$ cat src/rtl/btle_phy_seq.sv
// btle_phy_seq: hop-table driven TX/RX sequencer for a BLE PHY.
// Steps through a small channel table. On each channel it loads the channel,
// then transmits or listens. It can optionally turn around once, after the
// inter-frame space, before moving on to the next slot.
// Optional feature macro: BTLE_PHY_SEQ_STATS_EN adds saturating 16-bit counters
// for CRC_OK, CRC_FAIL and TIMEOUT events.
//
// state     | meaning
// ----------+-----------------------------------------------------------
// IDLE      | waiting for cmd_start; hop table writable
// LOAD_CH   | one cycle: present table[slot_index] and pulse the load strobe
// TX_RUN    | transmitting; waits for tx_iq_valid_last
// TIFS      | inter-frame gap of TIFS_CYCLES before the opposite direction
// RX_LISTEN | receiver on, waiting for a hit; optional timeout
// RX_DECODE | receiver on, waiting for the end of decode
// NEXT_CH   | advance or wrap slot_index, or finish
// DONE      | sequence complete; hop table writable, may restart
module btle_phy_seq #(
    parameter int CHANNEL_NUMBER_BIT_WIDTH = 6,
    parameter int NUM_CHANNEL_SLOT         = 4,
    parameter int TIMER_BIT_WIDTH          = 16,
    parameter int TIFS_CYCLES              = 1200,
    localparam int SLOT_W                  = $clog2(NUM_CHANNEL_SLOT)
) (
    input  logic                                clk,
    input  logic                                rst,
    input  logic                                cfg_ch_wr,
    input  logic [SLOT_W-1:0]                   cfg_ch_addr,
    input  logic [CHANNEL_NUMBER_BIT_WIDTH-1:0] cfg_ch_data,
    input  logic [SLOT_W:0]                     cfg_num_ch,
    input  logic                                cfg_loop,
    input  logic                                cfg_auto_turn,
    input  logic [TIMER_BIT_WIDTH-1:0]          cfg_rx_timeout,
    input  logic                                cmd_start,
    input  logic                                cmd_mode,
    input  logic                                cmd_abort,
    output logic [CHANNEL_NUMBER_BIT_WIDTH-1:0] tx_channel_number,
    output logic                                tx_channel_number_load,
    output logic                                tx_start,
    output logic [CHANNEL_NUMBER_BIT_WIDTH-1:0] rx_channel_number,
    output logic                                rx_enable,
    input  logic                                tx_iq_valid_last,
    input  logic                                rx_hit_flag,
    input  logic                                rx_decode_end,
    input  logic                                rx_crc_ok,
    output logic                                busy,
    output logic [2:0]                          state,
    output logic [SLOT_W-1:0]                   slot_index,
    output logic                                event_valid,
    output logic [2:0]                          event_code
`ifdef BTLE_PHY_SEQ_STATS_EN
    ,
    output logic [15:0]                         stat_crc_ok,
    output logic [15:0]                         stat_crc_fail,
    output logic [15:0]                         stat_timeout
`endif
);

    typedef enum logic [2:0] {
        S_IDLE      = 3'd0,
        S_LOAD_CH   = 3'd1,
        S_TX_RUN    = 3'd2,
        S_TIFS      = 3'd3,
        S_RX_LISTEN = 3'd4,
        S_RX_DECODE = 3'd5,
        S_NEXT_CH   = 3'd6,
        S_DONE      = 3'd7
    } state_t;

    localparam logic [2:0] EV_TX_DONE  = 3'd0;
    localparam logic [2:0] EV_CRC_OK   = 3'd1;
    localparam logic [2:0] EV_CRC_FAIL = 3'd2;
    localparam logic [2:0] EV_TIMEOUT  = 3'd3;
    localparam logic [2:0] EV_ABORT    = 3'd4;
    localparam logic [2:0] EV_SEQ_DONE = 3'd5;

    localparam logic [TIMER_BIT_WIDTH-1:0] TMR_ONE   = TIMER_BIT_WIDTH'(1);
    localparam logic [TIMER_BIT_WIDTH-1:0] TIFS_LOAD = TIMER_BIT_WIDTH'(TIFS_CYCLES);
    localparam logic [SLOT_W:0]            NUM_SLOTS = (SLOT_W+1)'(NUM_CHANNEL_SLOT);
    localparam logic [SLOT_W-1:0]          SLOT_ONE  = SLOT_W'(1);

    state_t                              state_q, state_nxt;
    logic [SLOT_W-1:0]                   slot_q, slot_nxt;
    logic [TIMER_BIT_WIDTH-1:0]          timer_q, timer_nxt;
    logic                                turned_q, turned_nxt;
    logic                                mode_q, mode_nxt;
    logic                                tifs_to_rx_q, tifs_to_rx_nxt;
    logic                                ev_valid_nxt;
    logic [2:0]                          ev_code_nxt;
    logic [CHANNEL_NUMBER_BIT_WIDTH-1:0] hop_tab [NUM_CHANNEL_SLOT];
    logic                                abort_hit, start_accept, turn_ok, tab_open;
    logic [SLOT_W:0]                     num_eff, slot_last;

    assign tab_open     = (state_q == S_IDLE) || (state_q == S_DONE);
    assign abort_hit    = cmd_abort && (state_q != S_IDLE);
    assign start_accept = cmd_start && tab_open && !abort_hit;
    assign turn_ok      = cfg_auto_turn && !turned_q;

    // Effective slot count: 0 behaves as 1, anything above the table depth is clamped.
    always_comb begin
        num_eff = cfg_num_ch;
        if (cfg_num_ch == '0)
            num_eff = {{SLOT_W{1'b0}}, 1'b1};
        else if (cfg_num_ch > NUM_SLOTS)
            num_eff = NUM_SLOTS;
        slot_last = num_eff - {{SLOT_W{1'b0}}, 1'b1};
    end

    // Next-state, timer and event selection; abort outranks every other event.
    always_comb begin
        state_nxt      = state_q;
        slot_nxt       = slot_q;
        timer_nxt      = timer_q;
        turned_nxt     = turned_q;
        mode_nxt       = mode_q;
        tifs_to_rx_nxt = tifs_to_rx_q;
        ev_valid_nxt   = 1'b0;
        ev_code_nxt    = EV_TX_DONE;
        if (abort_hit) begin
            ev_valid_nxt = 1'b1;
            ev_code_nxt  = EV_ABORT;
            state_nxt    = S_IDLE;
        end else begin
            case (state_q)
                S_IDLE, S_DONE: begin
                    if (start_accept) begin
                        mode_nxt   = cmd_mode;
                        slot_nxt   = '0;
                        turned_nxt = 1'b0;
                        state_nxt  = S_LOAD_CH;
                    end
                end
                S_LOAD_CH: state_nxt = mode_q ? S_RX_LISTEN : S_TX_RUN;
                S_TX_RUN: begin
                    if (tx_iq_valid_last) begin
                        ev_valid_nxt = 1'b1;
                        ev_code_nxt  = EV_TX_DONE;
                        if (turn_ok) begin
                            turned_nxt     = 1'b1;
                            tifs_to_rx_nxt = 1'b1;
                            state_nxt      = S_TIFS;
                        end else begin
                            state_nxt = S_NEXT_CH;
                        end
                    end
                end
                S_TIFS: begin
                    if (timer_q <= TMR_ONE)
                        state_nxt = tifs_to_rx_q ? S_RX_LISTEN : S_TX_RUN;
                    else
                        timer_nxt = timer_q - TMR_ONE;
                end
                S_RX_LISTEN: begin
                    // A zero timer means the listen window is unlimited.
                    if (rx_hit_flag) begin
                        state_nxt = S_RX_DECODE;
                    end else if (timer_q == TMR_ONE) begin
                        ev_valid_nxt = 1'b1;
                        ev_code_nxt  = EV_TIMEOUT;
                        state_nxt    = S_NEXT_CH;
                    end else if (timer_q != '0) begin
                        timer_nxt = timer_q - TMR_ONE;
                    end
                end
                S_RX_DECODE: begin
                    if (rx_decode_end) begin
                        ev_valid_nxt = 1'b1;
                        if (rx_crc_ok) begin
                            ev_code_nxt = EV_CRC_OK;
                            if (turn_ok) begin
                                turned_nxt     = 1'b1;
                                tifs_to_rx_nxt = 1'b0;
                                state_nxt      = S_TIFS;
                            end else begin
                                state_nxt = S_NEXT_CH;
                            end
                        end else begin
                            ev_code_nxt = EV_CRC_FAIL;
                            state_nxt   = S_NEXT_CH;
                        end
                    end
                end
                S_NEXT_CH: begin
                    turned_nxt = 1'b0;
                    if ({1'b0, slot_q} < slot_last) begin
                        slot_nxt  = slot_q + SLOT_ONE;
                        state_nxt = S_LOAD_CH;
                    end else if (cfg_loop) begin
                        slot_nxt  = '0;
                        state_nxt = S_LOAD_CH;
                    end else begin
                        ev_valid_nxt = 1'b1;
                        ev_code_nxt  = EV_SEQ_DONE;
                        state_nxt    = S_DONE;
                    end
                end
                default: state_nxt = S_IDLE;
            endcase
        end
        if (state_nxt == S_RX_LISTEN && state_q != S_RX_LISTEN)
            timer_nxt = cfg_rx_timeout;
        if (state_nxt == S_TIFS && state_q != S_TIFS)
            timer_nxt = TIFS_LOAD;
    end

    // Sequencer registers; PHY strobes are decoded from the next state so they line up with it.
    always_ff @(posedge clk or posedge rst) begin
        if (rst) begin
            state_q                <= S_IDLE;
            slot_q                 <= '0;
            timer_q                <= '0;
            turned_q               <= 1'b0;
            mode_q                 <= 1'b0;
            tifs_to_rx_q           <= 1'b0;
            tx_start               <= 1'b0;
            tx_channel_number_load <= 1'b0;
            tx_channel_number      <= '0;
            rx_channel_number      <= '0;
            rx_enable              <= 1'b0;
            event_valid            <= 1'b0;
            event_code             <= '0;
        end else begin
            state_q                <= state_nxt;
            slot_q                 <= slot_nxt;
            timer_q                <= timer_nxt;
            turned_q               <= turned_nxt;
            mode_q                 <= mode_nxt;
            tifs_to_rx_q           <= tifs_to_rx_nxt;
            tx_start               <= (state_nxt == S_TX_RUN) && (state_q != S_TX_RUN);
            tx_channel_number_load <= (state_nxt == S_LOAD_CH);
            if (state_nxt == S_LOAD_CH) begin
                tx_channel_number <= hop_tab[slot_nxt];
                rx_channel_number <= hop_tab[slot_nxt];
            end
            rx_enable   <= (state_nxt == S_RX_LISTEN) || (state_nxt == S_RX_DECODE);
            event_valid <= ev_valid_nxt;
            event_code  <= ev_code_nxt;
        end
    end

    // Hop table: writable only while the sequencer is parked.
    always_ff @(posedge clk or posedge rst) begin
        if (rst) begin
            for (int i = 0; i < NUM_CHANNEL_SLOT; i++)
                hop_tab[i] <= '0;
        end else if (cfg_ch_wr && tab_open) begin
            hop_tab[cfg_ch_addr] <= cfg_ch_data;
        end
    end

    assign busy       = !tab_open;
    assign state      = state_q;
    assign slot_index = slot_q;

`ifdef BTLE_PHY_SEQ_STATS_EN
    // Saturating event counters, cleared when a new sequence starts.
    always_ff @(posedge clk or posedge rst) begin
        if (rst) begin
            stat_crc_ok   <= '0;
            stat_crc_fail <= '0;
            stat_timeout  <= '0;
        end else if (start_accept) begin
            stat_crc_ok   <= '0;
            stat_crc_fail <= '0;
            stat_timeout  <= '0;
        end else if (ev_valid_nxt) begin
            if (ev_code_nxt == EV_CRC_OK && stat_crc_ok != 16'hFFFF)
                stat_crc_ok <= stat_crc_ok + 16'd1;
            if (ev_code_nxt == EV_CRC_FAIL && stat_crc_fail != 16'hFFFF)
                stat_crc_fail <= stat_crc_fail + 16'd1;
            if (ev_code_nxt == EV_TIMEOUT && stat_timeout != 16'hFFFF)
                stat_timeout <= stat_timeout + 16'd1;
        end
    end
`endif

endmodule

$ cat config.mk
export PLATFORM = sky130hd
export DESIGN_NAME = btle_phy_seq
export DESIGN_NICKNAME = d
export VERILOG_FILES = /design/src/rtl/btle_phy_seq.sv
export SDC_FILE = /design/constraint.sdc
export NUM_CORES = 1
export LEC_CHECK = 0
export BUFFER_PORTS_ARGS = -buffer_cell sky130_fd_sc_hd__buf_2
export CAP_MARGIN = 20
export CELL_PAD_IN_SITES_DETAIL_PLACEMENT = 1
export CELL_PAD_IN_SITES_GLOBAL_PLACEMENT = 2
export CORE_ASPECT_RATIO = 1.75
export CORE_MARGIN = 5
export CORE_UTILIZATION = 35
export CTS_BUF_LIST = sky130_fd_sc_hd__clkbuf_16
export DETAILED_ROUTE_END_ITERATION = 10
export PLACE_DENSITY = 0.9
export SETUP_SLACK_MARGIN = 0.05
export SYNTH_ARGS = -nofsm -noshare
export SYNTH_HDL_FRONTEND = slang
export SYNTH_SLANG_ARGS = --single-unit
$ cat constraint.sdc
create_clock -name clk -period 3.5 [get_ports clk]
set_input_delay 0.875 -clock clk [delete_from_list [all_inputs] [get_ports clk]]
set_output_delay 0.875 -clock clk [all_outputs]
set_load 0.02 [all_outputs]
==> results.ini <==
[logic_synthesis]
netlist_top_cells_area = dfrtp_1 (41%), mux2_2 (10%), nor2_1 (3.8%), nand2_1 (3.4%), o21ai_0 (3.0%)
yosys_warnings = 0
synth-seq-cells = 61
synthArstFlopShare = 1.000
synth_ff_type = dfrtp_1
synth-edff-count = 0
yosysUniqueCellTypes = 70
yosysTopAreaCellShare = 0.4129
synth_area_um2 = 3697
synth-seq-area-share = 0.4129
synth_top_cell_by_area = dfrtp_1
synth_cells = 377
avgSynthCellArea_um2 = 9.807
synth_nets = 421

[sta]
drv_slew = 0
timing.final.crit_share = 0.9188
period_minus_slack_ps = 3216
setup_viol = 0
hold_viol_final = 0
slew_headroom = 0.4288
rsz0062_at_grt = false
fin_skew_ps = 5.006
fmax_mhz = 311.0
tightestPinTransition_ps = 856.9

[route]
drtIter0Drc = 124
vias_per_cell = 5.677
vias = 3361
drt_first_pass_iters = 4
final_antenna_net_count = 0
wl_per_cell_um = 19.34
drc = 0
routed_wl_mm = 11.45

[final_layout]
mostFrequentLayoutCells = buf_2 (63), dfrtp_1 (61), nor2_1 (37), nand2_1 (33), mux2_2 (33)
design_area_um2 = 4602
area_delta_synth_final_pct = 24.47
nets = 504
antenna_cells = 0
fillers = 1225
drive_gt1_frac = 0.3419
final_common_cell = buf_2

[worst_hold_path]
min_to = turned_q$_DFFE_PP0P_
hold_class = reg2reg
min_path_cells = 2
hp-start = turned_q$_DFFE_PP0P_

[global_routing]
antenna_found_initial = 0
grt_use_total = 0.1862
grt_pass1_wl_mm = 18.57
overflow = 0
grt_start_max_net_pins = 34
grt_pass1_vias = 3659

[clocking]
cts_sinks = 61
clock_latency_ps = 340
postCtsSetupRepairBufs = 0
htree_levels = 3
cts_buffers = 9
clk_pin_slew_ps = 60
cts_root_buf = clkbuf_16
cts_tree = done
clockBufferDepth = 2

[pwr]
ir_drop_mv = 0.3982
leakage_nw = 2.063
p_total_w = 0.004490
powerDensity_nw_per_um2 = 975.7

[placement]
port_buffers = 63
post_dp_cell_area_um2 = 4297
place.gp.congestion = 0.8253
hpwl_mm = 8.835

[floorplan]
die-width_um = 87.70
die_area_um2 = 12800
start_util = 0.3590
dieHeight_um = 146.0
row_count = 49
core_region_area_um2 = 10300
num_io_pins = 64

[worst_setup_path]
cp-start-kind = primary input
cp_data_arrival_time_ps = 3440
r2r-start = timer_q[2]$_DFFE_PP0P_
rr_worst_depth = 7
regToRegEndpoint = timer_q[4]$_DFFE_PP0P_
worstPathRequired_ps = 3720
reg2reg_setup_slack_ps = 420
critPathKind = in2reg
crit_fanout = 8
worstSetupEndpointType = flip-flop

[outcome]
status = finished, final reports clean

[flow_run]
cap_violations = 0

==> worst max path at each step <==
stage,slack (ps),start,depth (start not counted),to
2_1_floorplan,200,cfg_num_ch[1],12,timer_q[1]$_DFFE_PP0P_
3_3_place_gp,70,cfg_num_ch[1],15,timer_q[8]$_DFFE_PP0P_
3_5_place_dp,-60,cfg_num_ch[1],15,timer_q[3]$_DFFE_PP0P_
4_1_cts,270,cfg_num_ch[1],15,timer_q[3]$_DFFE_PP0P_
5_1_grt,110,cfg_num_ch[1],15,timer_q[3]$_DFFE_PP0P_
6_report,280,cfg_num_ch[1],14,rx_channel_number[4]$_DFFE_PP0P_
==> layout make-up <==
class                      instances  area (um^2)  share of cell area
multi-input combinational        286         2027              0.4405
sequential                        61         1526              0.3317
timing repair buffer              90        543.0              0.1180
clock buffer                       9        225.2             0.04894
tap                              127        158.9             0.03453
clock inverter                     7        75.07             0.01631
inverter                          12        46.29             0.01006
==> synthesized netlist by cell type (2+ instances only) <==
master and number:
a221o_1 2, buf_1 2, o211a_1 3, or3_1 4, a211oi_1 4, a211o_1 4, a31oi_1 4, clkbuf_1 5
buf_2 4, nor4_1 3, nand2_1 33, o31a_1 3, o311ai_0 4, dfrtp_1 61, a311oi_1 3, o31ai_1 8
mux2i_1 7, ha_1 5, nand3_1 8, a311o_1 4, nand3b_1 4, nor4_4 2, nor2b_1 4, nand2b_1 5
nor2_2 2, nand4_1 3, o21ai_0 22, mux2_2 33, or2_2 3, buf_4 6, o41ai_1 3, nor2_1 37
nor3_2 2, a22oi_1 6, a21oi_1 14, a22o_1 2, nor3_1 9, and2_1 4, inv_1 11, a41oi_1 2
o211ai_1 2, o21a_1 2
==> kinds of logic after synthesis <==
family	count (synthesis)	synth area share
simple gates	132	0.1936
fa+ha+maj	5	0.01692
flops	61	0.4129
xor+xnor	1	0.002369
buf+inv	30	0.04027
mux	40	0.1195
compound gates	108	0.2146
==> worst max-delay path, stage by stage <==
cell	delay [ps]
buf_2	100
nor2b_1	140
nor2_1	80
inv_1	50
ha_1	270
ha_1	280
nor2_1	170
nor3_2	80
o211a_1	190
o31a_1	350
buf_4	160
nor3b_4	210
buf_12	150
mux2_2	330
==> per-layer routing <==
| layer | up-vias | wire [um] | global-route usage | share of wire |
|---|---|---|---|---|
| met2 | 97 | 6210 | 0.3293 | 0.54 |
| met3 | 25 | 459 | 0.03966 | 0.040 |
| met1 | 1647 | 4479 | 0.2122 | 0.39 |
| met5 | - | 0 | 0 | 0 |
| li1 | 1592 | - | - | - |
| met4 | 0 | 301 | 0.07220 | 0.026 |
==> what timing repair did <==
item,in CTS,in global routing
hold buffers,0,0
resized for setup,0,1
endpoints found under the setup margin,0,2
==> flip-flops by register name, indices dropped and copies added (netlist names) <==
register / flops
state: 3
event_code: 3
timer_q: 16
tx_start: 1
rx_channel_number: 6
rx_enable: 1
tifs_to_rx_q: 1
slot_index: 2
hop_tab: 24
turned_q: 1
tx_channel_number_load: 1
event_valid: 1
mode_q: 1
==> power by group <==
part / internal, W / leakage (nW) / switching, W
registers: 0.00103 / 0.733 / 0.000296
logic: 0.000990 / 1.19 / 0.00127
clock network: 0.000553 / 0.138 / 0.000348
total: 0.00257 / 2.06 / 0.00192
==> through the flow <==
step / TNS [ps] / cells / hold slack, ps / setup slack (ps) / utilization
global route: 0 / 592 / 526.4 / 105.2 / 0.4468
CTS: 0 / 592 / 507.3 / 270.5 / 0.4463
finish: 0 / 592 / 495.0 / 284.2 / 0.4468
detailed placement: -289.6 / 576 / 495.2 / -60.18 / 0.4172
floorplan: 0 / 377 / 457.4 / 199.6 / -
global placement: 0 / 576 / 472.4 / 73.21 / 0.4172
(Power assumes the default switching activity.)
